File: src/rtl/lcd1602_pkg.sv
// lcd1602_pkg: shared definitions for the LCD1602 write path and the init sequencer.
//   - one-hot FSM state encoding for the bus writer
//   - default HD44780 timing constants at a 50 MHz clock
//   - common instruction bytes
//   - helper that recognises the slow clear/home instructions
package lcd1602_pkg;

  typedef enum logic [4:0] {
    ST_IDLE  = 5'b00001,
    ST_SETUP = 5'b00010,
    ST_PULSE = 5'b00100,
    ST_HOLD  = 5'b01000,
    ST_EXEC  = 5'b10000
  } lcd_state_t;

  localparam int T_AS_DEF   = 3;
  localparam int T_PW_DEF   = 25;
  localparam int T_H_DEF    = 3;
  localparam int T_EXEC_DEF = 2_500;
  localparam int T_CLR_DEF  = 100_000;
  localparam int CNT_W_DEF  = 17;

  localparam logic [7:0] CMD_CLEAR = 8'h01;
  localparam logic [7:0] CMD_HOME  = 8'h02;
  localparam logic [7:0] CMD_FUNC  = 8'h38;
  localparam logic [7:0] CMD_DOFF  = 8'h08;
  localparam logic [7:0] CMD_ENTRY = 8'h06;
  localparam logic [7:0] CMD_DON   = 8'h0C;

  // Clear (0000_000x) and home (0000_001x) need the long execution wait.
  function automatic logic is_clear_home(input logic [7:0] b);
    return (b[7:1] == 7'b0000000) || (b[7:1] == 7'b0000001);
  endfunction

endpackage

File: src/rtl/lcd1602_write_if.sv
// lcd1602_write_if: request/response handshake between a requester (init
// sequencer, display-update logic) and the LCD1602 bus writer.
//   cmd_en/cmd    one-cycle instruction write request and byte
//   data_en/data  one-cycle character write request and byte
//   cmd_done      one-cycle completion pulse from the writer
//   busy          writer is not idle
interface lcd1602_write_if;
  logic       cmd_en;
  logic [7:0] cmd;
  logic       data_en;
  logic [7:0] data;
  logic       cmd_done;
  logic       busy;

  modport master (
    output cmd_en, cmd, data_en, data,
    input  cmd_done, busy
  );

  modport slave (
    input  cmd_en, cmd, data_en, data,
    output cmd_done, busy
  );
endinterface

File: src/rtl/lcd1602_write.sv
// lcd1602_write: accepts one byte per request and drives the HD44780 8-bit
// parallel bus with setup, E-pulse and hold timing, then waits out the
// controller execution time before pulsing cmd_done.
// Ports:
//   clk     system clock (50 MHz nominal)
//   rst     asynchronous active-high reset
//   bus     slave side of lcd1602_write_if (cmd_en/cmd, data_en/data in;
//           cmd_done/busy out)
//   lcd_rs  register select (0 = instruction, 1 = character)
//   lcd_rw  read/write, permanently write
//   lcd_e   enable strobe
//   lcd_db  8-bit data bus
module lcd1602_write
  import lcd1602_pkg::*;
#(
  parameter int T_AS   = T_AS_DEF,
  parameter int T_PW   = T_PW_DEF,
  parameter int T_H    = T_H_DEF,
  parameter int T_EXEC = T_EXEC_DEF,
  parameter int T_CLR  = T_CLR_DEF,
  parameter int CNT_W  = CNT_W_DEF
) (
  input  logic                  clk,
  input  logic                  rst,
  lcd1602_write_if.slave        bus,
  output logic                  lcd_rs,
  output logic                  lcd_rw,
  output logic                  lcd_e,
  output logic [7:0]            lcd_db
);

  // Timer reload values: a phase lasting N cycles loads N-1 and exits at 0.
  localparam logic [CNT_W-1:0] LD_AS   = CNT_W'(T_AS - 1);
  localparam logic [CNT_W-1:0] LD_PW   = CNT_W'(T_PW - 1);
  localparam logic [CNT_W-1:0] LD_H    = CNT_W'(T_H - 1);
  localparam logic [CNT_W-1:0] LD_EXEC = CNT_W'(T_EXEC - 1);
  localparam logic [CNT_W-1:0] LD_CLR  = CNT_W'(T_CLR - 1);

  lcd_state_t       r_state;
  logic [CNT_W-1:0] r_timer;
  logic             w_timer_zero;
  logic             w_long_exec;

  assign lcd_rw       = 1'b0;
  assign w_timer_zero = (r_timer == '0);
  // Data writes never take the long wait, whatever the byte value.
  assign w_long_exec  = !lcd_rs && is_clear_home(lcd_db);

  always_ff @(posedge clk or posedge rst) begin
    if (rst) begin
      r_state      <= ST_IDLE;
      r_timer      <= '0;
      bus.cmd_done <= 1'b0;
      bus.busy     <= 1'b0;
      lcd_rs       <= 1'b0;
      lcd_e        <= 1'b0;
      lcd_db       <= 8'h00;
    end else begin
      bus.cmd_done <= 1'b0;
      case (r_state)
        ST_IDLE: begin
          // Instruction has priority when both requests coincide.
          if (bus.cmd_en || bus.data_en) begin
            lcd_db   <= bus.cmd_en ? bus.cmd : bus.data;
            lcd_rs   <= !bus.cmd_en;
            r_timer  <= LD_AS;
            r_state  <= ST_SETUP;
            bus.busy <= 1'b1;
          end
        end
        ST_SETUP: begin
          if (w_timer_zero) begin
            r_timer <= LD_PW;
            r_state <= ST_PULSE;
            lcd_e   <= 1'b1;
          end else begin
            r_timer <= r_timer - 1'b1;
          end
        end
        ST_PULSE: begin
          if (w_timer_zero) begin
            r_timer <= LD_H;
            r_state <= ST_HOLD;
            lcd_e   <= 1'b0;
          end else begin
            r_timer <= r_timer - 1'b1;
          end
        end
        ST_HOLD: begin
          if (w_timer_zero) begin
            r_timer <= w_long_exec ? LD_CLR : LD_EXEC;
            r_state <= ST_EXEC;
          end else begin
            r_timer <= r_timer - 1'b1;
          end
        end
        ST_EXEC: begin
          if (w_timer_zero) begin
            r_state      <= ST_IDLE;
            bus.cmd_done <= 1'b1;
            bus.busy     <= 1'b0;
          end else begin
            r_timer <= r_timer - 1'b1;
          end
        end
        default: begin
          r_state  <= ST_IDLE;
          r_timer  <= '0;
          bus.busy <= 1'b0;
          lcd_e    <= 1'b0;
        end
      endcase
    end
  end

endmodule
File: src/flat_wrapper.sv
// flat-port wrapper written by rule: the top's interface ports become plain ports
module lcd1602_write_flat import lcd1602_pkg::*;
#(
  parameter int T_AS   = T_AS_DEF,
  parameter int T_PW   = T_PW_DEF,
  parameter int T_H    = T_H_DEF,
  parameter int T_EXEC = T_EXEC_DEF,
  parameter int T_CLR  = T_CLR_DEF,
  parameter int CNT_W  = CNT_W_DEF
)
  (clk, rst, lcd_rs, lcd_rw, lcd_e, lcd_db, bus_cmd_en, bus_cmd, bus_data_en, bus_data, bus_cmd_done, bus_busy);
  lcd1602_write_if bus_i ();
  input  logic clk;
  input  logic rst;
  output logic lcd_rs;
  output logic lcd_rw;
  output logic lcd_e;
  output logic [7:0] lcd_db;
  input wire logic [$bits(bus_i.cmd_en)-1:0] bus_cmd_en;
  input wire logic [$bits(bus_i.cmd)-1:0] bus_cmd;
  input wire logic [$bits(bus_i.data_en)-1:0] bus_data_en;
  input wire logic [$bits(bus_i.data)-1:0] bus_data;
  output wire logic [$bits(bus_i.cmd_done)-1:0] bus_cmd_done;
  output wire logic [$bits(bus_i.busy)-1:0] bus_busy;
  assign bus_i.cmd_en = bus_cmd_en;
  assign bus_i.cmd = bus_cmd;
  assign bus_i.data_en = bus_data_en;
  assign bus_i.data = bus_data;
  assign bus_cmd_done = bus_i.cmd_done;
  assign bus_busy = bus_i.busy;
  lcd1602_write #(.T_AS(T_AS), .T_PW(T_PW), .T_H(T_H), .T_EXEC(T_EXEC), .T_CLR(T_CLR), .CNT_W(CNT_W)) u_core (.clk(clk), .rst(rst), .bus(bus_i), .lcd_rs(lcd_rs), .lcd_rw(lcd_rw), .lcd_e(lcd_e), .lcd_db(lcd_db));
endmodule
File: config.mk
export PLATFORM = sky130hd
export DESIGN_NAME = lcd1602_write_flat
export DESIGN_NICKNAME = d
export VERILOG_FILES = /design/src/rtl/lcd1602_pkg.sv /design/src/rtl/lcd1602_write_if.sv /design/src/rtl/lcd1602_write.sv /design/src/flat_wrapper.sv
export SDC_FILE = /design/constraint.sdc
export NUM_CORES = 1
export LEC_CHECK = 0
export ABC_AREA = 1
export ABC_CLOCK_PERIOD_IN_PS = 3150
export CORE_MARGIN = 2
export CORE_UTILIZATION = 58
export DETAILED_ROUTE_END_ITERATION = 10
export PLACE_DENSITY = 0.85
export SLEW_MARGIN = 20
export SYNTH_ARGS = -nofsm -noshare
export SYNTH_HDL_FRONTEND = slang
export SYNTH_SLANG_ARGS = --single-unit
File: constraint.sdc
create_clock -name clk -period 3.15 [get_ports clk]
set_input_delay 0.315 -clock clk [delete_from_list [all_inputs] [get_ports clk]]
set_output_delay 0.315 -clock clk [all_outputs]
set_load 0.01 [all_outputs]
Word-level counts from Yosys, hierarchy flattened --
Cells that the tools add are included. Widths: inputs -> output; s select.
Storage, ports and cells: word-level logic and storage cells 57, flip-flop bits (word level) 34, output and inout port bits 13
Operators by class: reductions and logical operators 14, multiplexer cells 21, equal/unequal tests 12, add/sub/neg operators 1, bitwise gates (word level) 2
Operators with widths (number):
- $mux 17 | 6
- $pmux 17 s5 | 1
- $mux 5 | 5
- $pmux 5 s5 | 1
- $logic_not 17->1 | 1
- $sub 17x1->17 const B | 1
- $ne 2x1->1 const B | 5
- $mux 8 | 1
- $eq 7x1->1 const B | 1
- $logic_not 7->1 | 1
- $pmux 1 s3 | 2
- $reduce_and 3->1 | 2
- $reduce_or 3->1 | 2
- $eq 5x1->1 const B | 1
- $eq 5x2->1 const B | 1
- $eq 5x3->1 const B | 1
- $eq 5x4->1 const B | 1
- $eq 5x5->1 const B | 1
- $mux 1 | 5
- $reduce_and 5->1 | 1
- $reduce_and 2->1 | 2
- $logic_not 1->1 | 2
- $logic_or 1x1->1 | 2
- $ne 2x2->1 const B | 1
- 2 further kinds | 3

Depth between registers and ports, before layout --
depth after elaboration 6, mapped depth 11, depth with buffers taken out 11

Worst setup path after synthesis --
Ideal clock, no wire load.
path type register to register, start point register u_core.r_timer[0], end point register u_core.bus.busy, arrival time 1.431 ns, slack 1.590 ns, setup time 0.129 ns, path buffers 0, cell stages (with the launch flop) 10, cell sequence dfrtp_1 -> inv_1 -> ha_1 -> nand2_2 -> nor2_8 -> nand3_4 -> nand2_2 -> nand2_1 -> o21ai_0 -> nand2_1
On the way: longest elaborated chain between the ends 3
Ends and longest elaborated chain:
- start, declared | RTL line lcd1602_write.sv:40 | logic [CNT_W-1:0] r_timer;
- start signal, assigned | RTL line lcd1602_write.sv:77 | r_timer <= r_timer - 1'b1;
- start signal, assigned | RTL line lcd1602_write.sv:86 | r_timer <= r_timer - 1'b1;
- start signal, assigned | RTL line lcd1602_write.sv:91 | r_timer <= w_long_exec ? LD_CLR : LD_EXEC;
- $logic_not 17->1 | RTL line lcd1602_write.sv:45 | assign w_timer_zero = (r_timer == '0);
- $ne 2x1->1 (no line)
- $reduce_and 3->1 (no line)
- end signal, assigned | RTL line lcd1602_write.sv:54 | bus.busy <= 1'b0;
- end signal, assigned | RTL line lcd1602_write.sv:68 | bus.busy <= 1'b1;
- end signal, assigned | RTL line lcd1602_write.sv:101 | bus.busy <= 1'b0;
- end, declared | RTL line lcd1602_write_if.sv:22 | output cmd_done, busy
No other way between the ends. A chain may end at the register's enable or synchronous reset.

Worst setup path in the final report --
start point register u_core.r_timer[1], end point register u_core.bus.busy
The elaborated chain is that of the path after synthesis.

==> results.json <==
{
  "dp_cells": 373,
  "dieArea_um2": 4262,
  "grt_max_degree": 21,
  "cap_violations": 0,
  "nets": 353,
  "hold_class": "in2async",
  "path_max_fanout": 10,
  "synth.top_cell.area_share_pct": 37.91,
  "fin_cells": 381,
  "drt-initial-drc-count": 102,
  "portBuffers": 31,
  "antenna_found_initial": 0,
  "initial_core_util_pct": 59.95,
  "num_vias": 1947,
  "yosys.area.top_type": "dfrtp_1",
  "rsz0062_at_grt": "false",
  "start_kind": "flip-flop",
  "pin_count": 33,
  "fmax_ghz": 0.5487,
  "clock_path_buffers": 2,
  "netlist_top_cells_count": "107 x nand2_1, 34 x nor2_1, 33 x dfrtp_1",
  "yosys_warnings": 0,
  "synthCells": 298,
  "cts_root_buffer": "clkbuf_8",
  "post_cts_buffers": 0,
  "slew_violations": 0,
  "period_share_pct": 57.86,
  "drtAntennaViolNets": 0,
  "fin_worst_skew_ps": 9.677,
  "core_area_um2": 3633,
  "first_pass_iters": 4,
  "irDropWorstVdd_v": 0.0006196,
  "num_rows": 22,
  "cts_made_buffers": 5,
  "cts.sinks": 34,
  "synthArstFlopShare_pct": 100.0,
  "hpwl_um": 3733,
  "wl_um": 4923,
  "yosysMostFrequentCell": "nand2_1",
  "drc_errors": 0,
  "clk_pin_slew_ps": 70,
  "hold_viol": 0,
  "cp.arrival_ps": 1980,
  "tritoncts": "built",
  "grt_first_pass_wirelength_um": 8514,
  "leakage_nw": 1.404,
  "nFillCells": 313,
  "viasPerCell": 5.110,
  "syn_area_per_cell_um2": 7.310,
  "finish.utilization_pct": 71.87,
  "finalSetupTns_ps": 0,
  "final_layout_size_suffix_gt1_share_pct": 10.51,
  "overflow": 0,
  "synth_cell_types": 31,
  "n_antenna_cell": 0,
  "synth_edf_count": 0,
  "place_area_um2": 2521,
  "relSlewSlack_pct": 56.39,
  "power_mw": 3.340,
  "worstPathRequired_ps": 3300,
  "ctsResizeCount": 0,
  "area_growth_syn_to_layout_pct": 19.87,
  "synthTopCellsByArea": "dfrtp_1 38%, nand2_1 18%, nor2_1 5.9%",
  "setup.worst_path.end_class": "flip-flop",
  "first_global_vias": 1886,
  "tightest_slew_ps": 653.4,
  "yosys_most_used_dff": "dfrtp_1",
  "ctsHoldBuffers": 0,
  "synth_area_um2": 2178,
  "place_congestion": 0.9155,
  "status": "completed",
  "clock_latency_ps": 290,
  "setup_viol": 0,
  "ys_seq_elements": 34,
  "chipWidth_um": 65.29,
  "die_height_um": 65.29,
  "yosysSeqAreaShare_pct": 39.12,
  "wl_per_cell_um": 12.92,
  "power_density_nw_per_um2": 1279,
  "track_usage_pct": 25.79,
  "period_needed_ps": 1823,
  "final_area_um2": 2611,
  "synth_nets": 319,
  "path_class": "reg2reg",
  "htree_num_levels": 2
}
==> layout by cell type (no fill, tap or decap) <==
| cell | n |
|---|---|
| clkdlybuf4s50_1 | 31 |
| nor2_8 | 2 |
| clkbuf_1 | 2 |
| inv_2 | 1 |
| nand4_1 | 4 |
| nand2_2 | 7 |
| nand3_4 | 1 |
| nand3b_1 | 2 |
| nor2_4 | 3 |
| nor2_1 | 34 |
| ha_1 | 1 |
| nand3_1 | 23 |
| inv_1 | 26 |
| dfstp_2 | 1 |
| clkbuf_8 | 6 |
| buf_4 | 1 |
| xnor2_1 | 4 |
| a21oi_1 | 2 |
| dfrtp_1 | 33 |
| o21ai_0 | 10 |
| or2_2 | 1 |
| nor3_1 | 2 |
| o21ai_1 | 3 |
| xor2_1 | 5 |
| nand2_4 | 2 |
| nand4_4 | 1 |
| nand3_2 | 1 |
| mux2i_1 | 8 |
| conb_1 | 1 |
| nor2_2 | 8 |
| nand2_1 | 107 |
==> critical path: stages, from the launching register on <==
cell,delay (ps)
dfrtp_1,430
inv_1,90
ha_1,210
nand2_2,120
nor2_8,230
nand3_4,160
nand2_2,130
nand2_1,70
o21ai_0,170
nand2_1,70
==> metrics by stage <==
step,hold WS [ps],setup slack (ps)
6_report,407.8,1327
5_1_grt,509.5,1194
4_1_cts,441.1,1361
3_5_place_dp,481.0,1083
3_3_place_gp,471.5,1122
2_1_floorplan,455.9,1590
==> report_power, final <==
part,leakage (nW),switching [mW],internal (mW)
Combinational,0.909,1.39,0.833
Sequential,0.449,0.175,0.611
Clock,0.0455,0.153,0.178
Total,1.40,1.72,1.62
==> sequential cells by signal, indices dropped and copies added (netlist names) <==
| register | cells |
|---|---|
| u_core.r_timer | 17 |
| u_core.lcd_db | 8 |
| u_core.r_state | 5 |
| u_core.bus.busy | 1 |
| u_core.bus.cmd_done | 1 |
| u_core.lcd_e | 1 |
| u_core.lcd_rs | 1 |
==> cell families after synthesis <==
family          after synthesis  synth area share [%]
simple gates                198                 43.14
flops                        34                 39.12
buf+inv                      32                 6.260
compound gates               15                 3.446
xor+xnor                      9                 3.618
mux                           8                 3.676
fa+ha+maj                     1                0.5743
other cells                   1                0.1721
==> metal layers <==
layer	vias to the layer above	global-route usage (%)	part of all wire, %
met3	8	3.938	5.6
met2	56	43.37	49
met5	-	0	0
met1	884	34.97	44
li1	999	-	-
met4	0	6.510	1.2
==> layout make-up <==
| type | count | area, um2 | area share [%] |
|---|---|---|---|
| sequential | 34 | 852.1 | 32.63 |
| tap | 48 | 60.06 | 2.300 |
| inverter | 27 | 101.3 | 3.881 |
| multi-input combinational | 232 | 1190 | 45.57 |
| timing repair buffer | 32 | 317.8 | 12.17 |
| clock buffer | 8 | 90.09 | 3.450 |
==> final timing paths <==
check                             startpoint           endpoint  slack [ps]  cells past startpoint
max                        u_core.r_timer[1]    u_core.bus.busy        1330                      9
min                                      rst  u_core.r_timer[8]         410                      2
min reg2reg                 u_core.lcd_db[1]   u_core.lcd_db[1]         490                      2
max reg2reg                u_core.r_timer[1]    u_core.bus.busy        1330                      9
max in group asynchronous                rst  u_core.r_state[4]        2040                      3
min in group clk            u_core.lcd_db[1]   u_core.lcd_db[1]         490                      2
(Power assumes the default switching activity.)
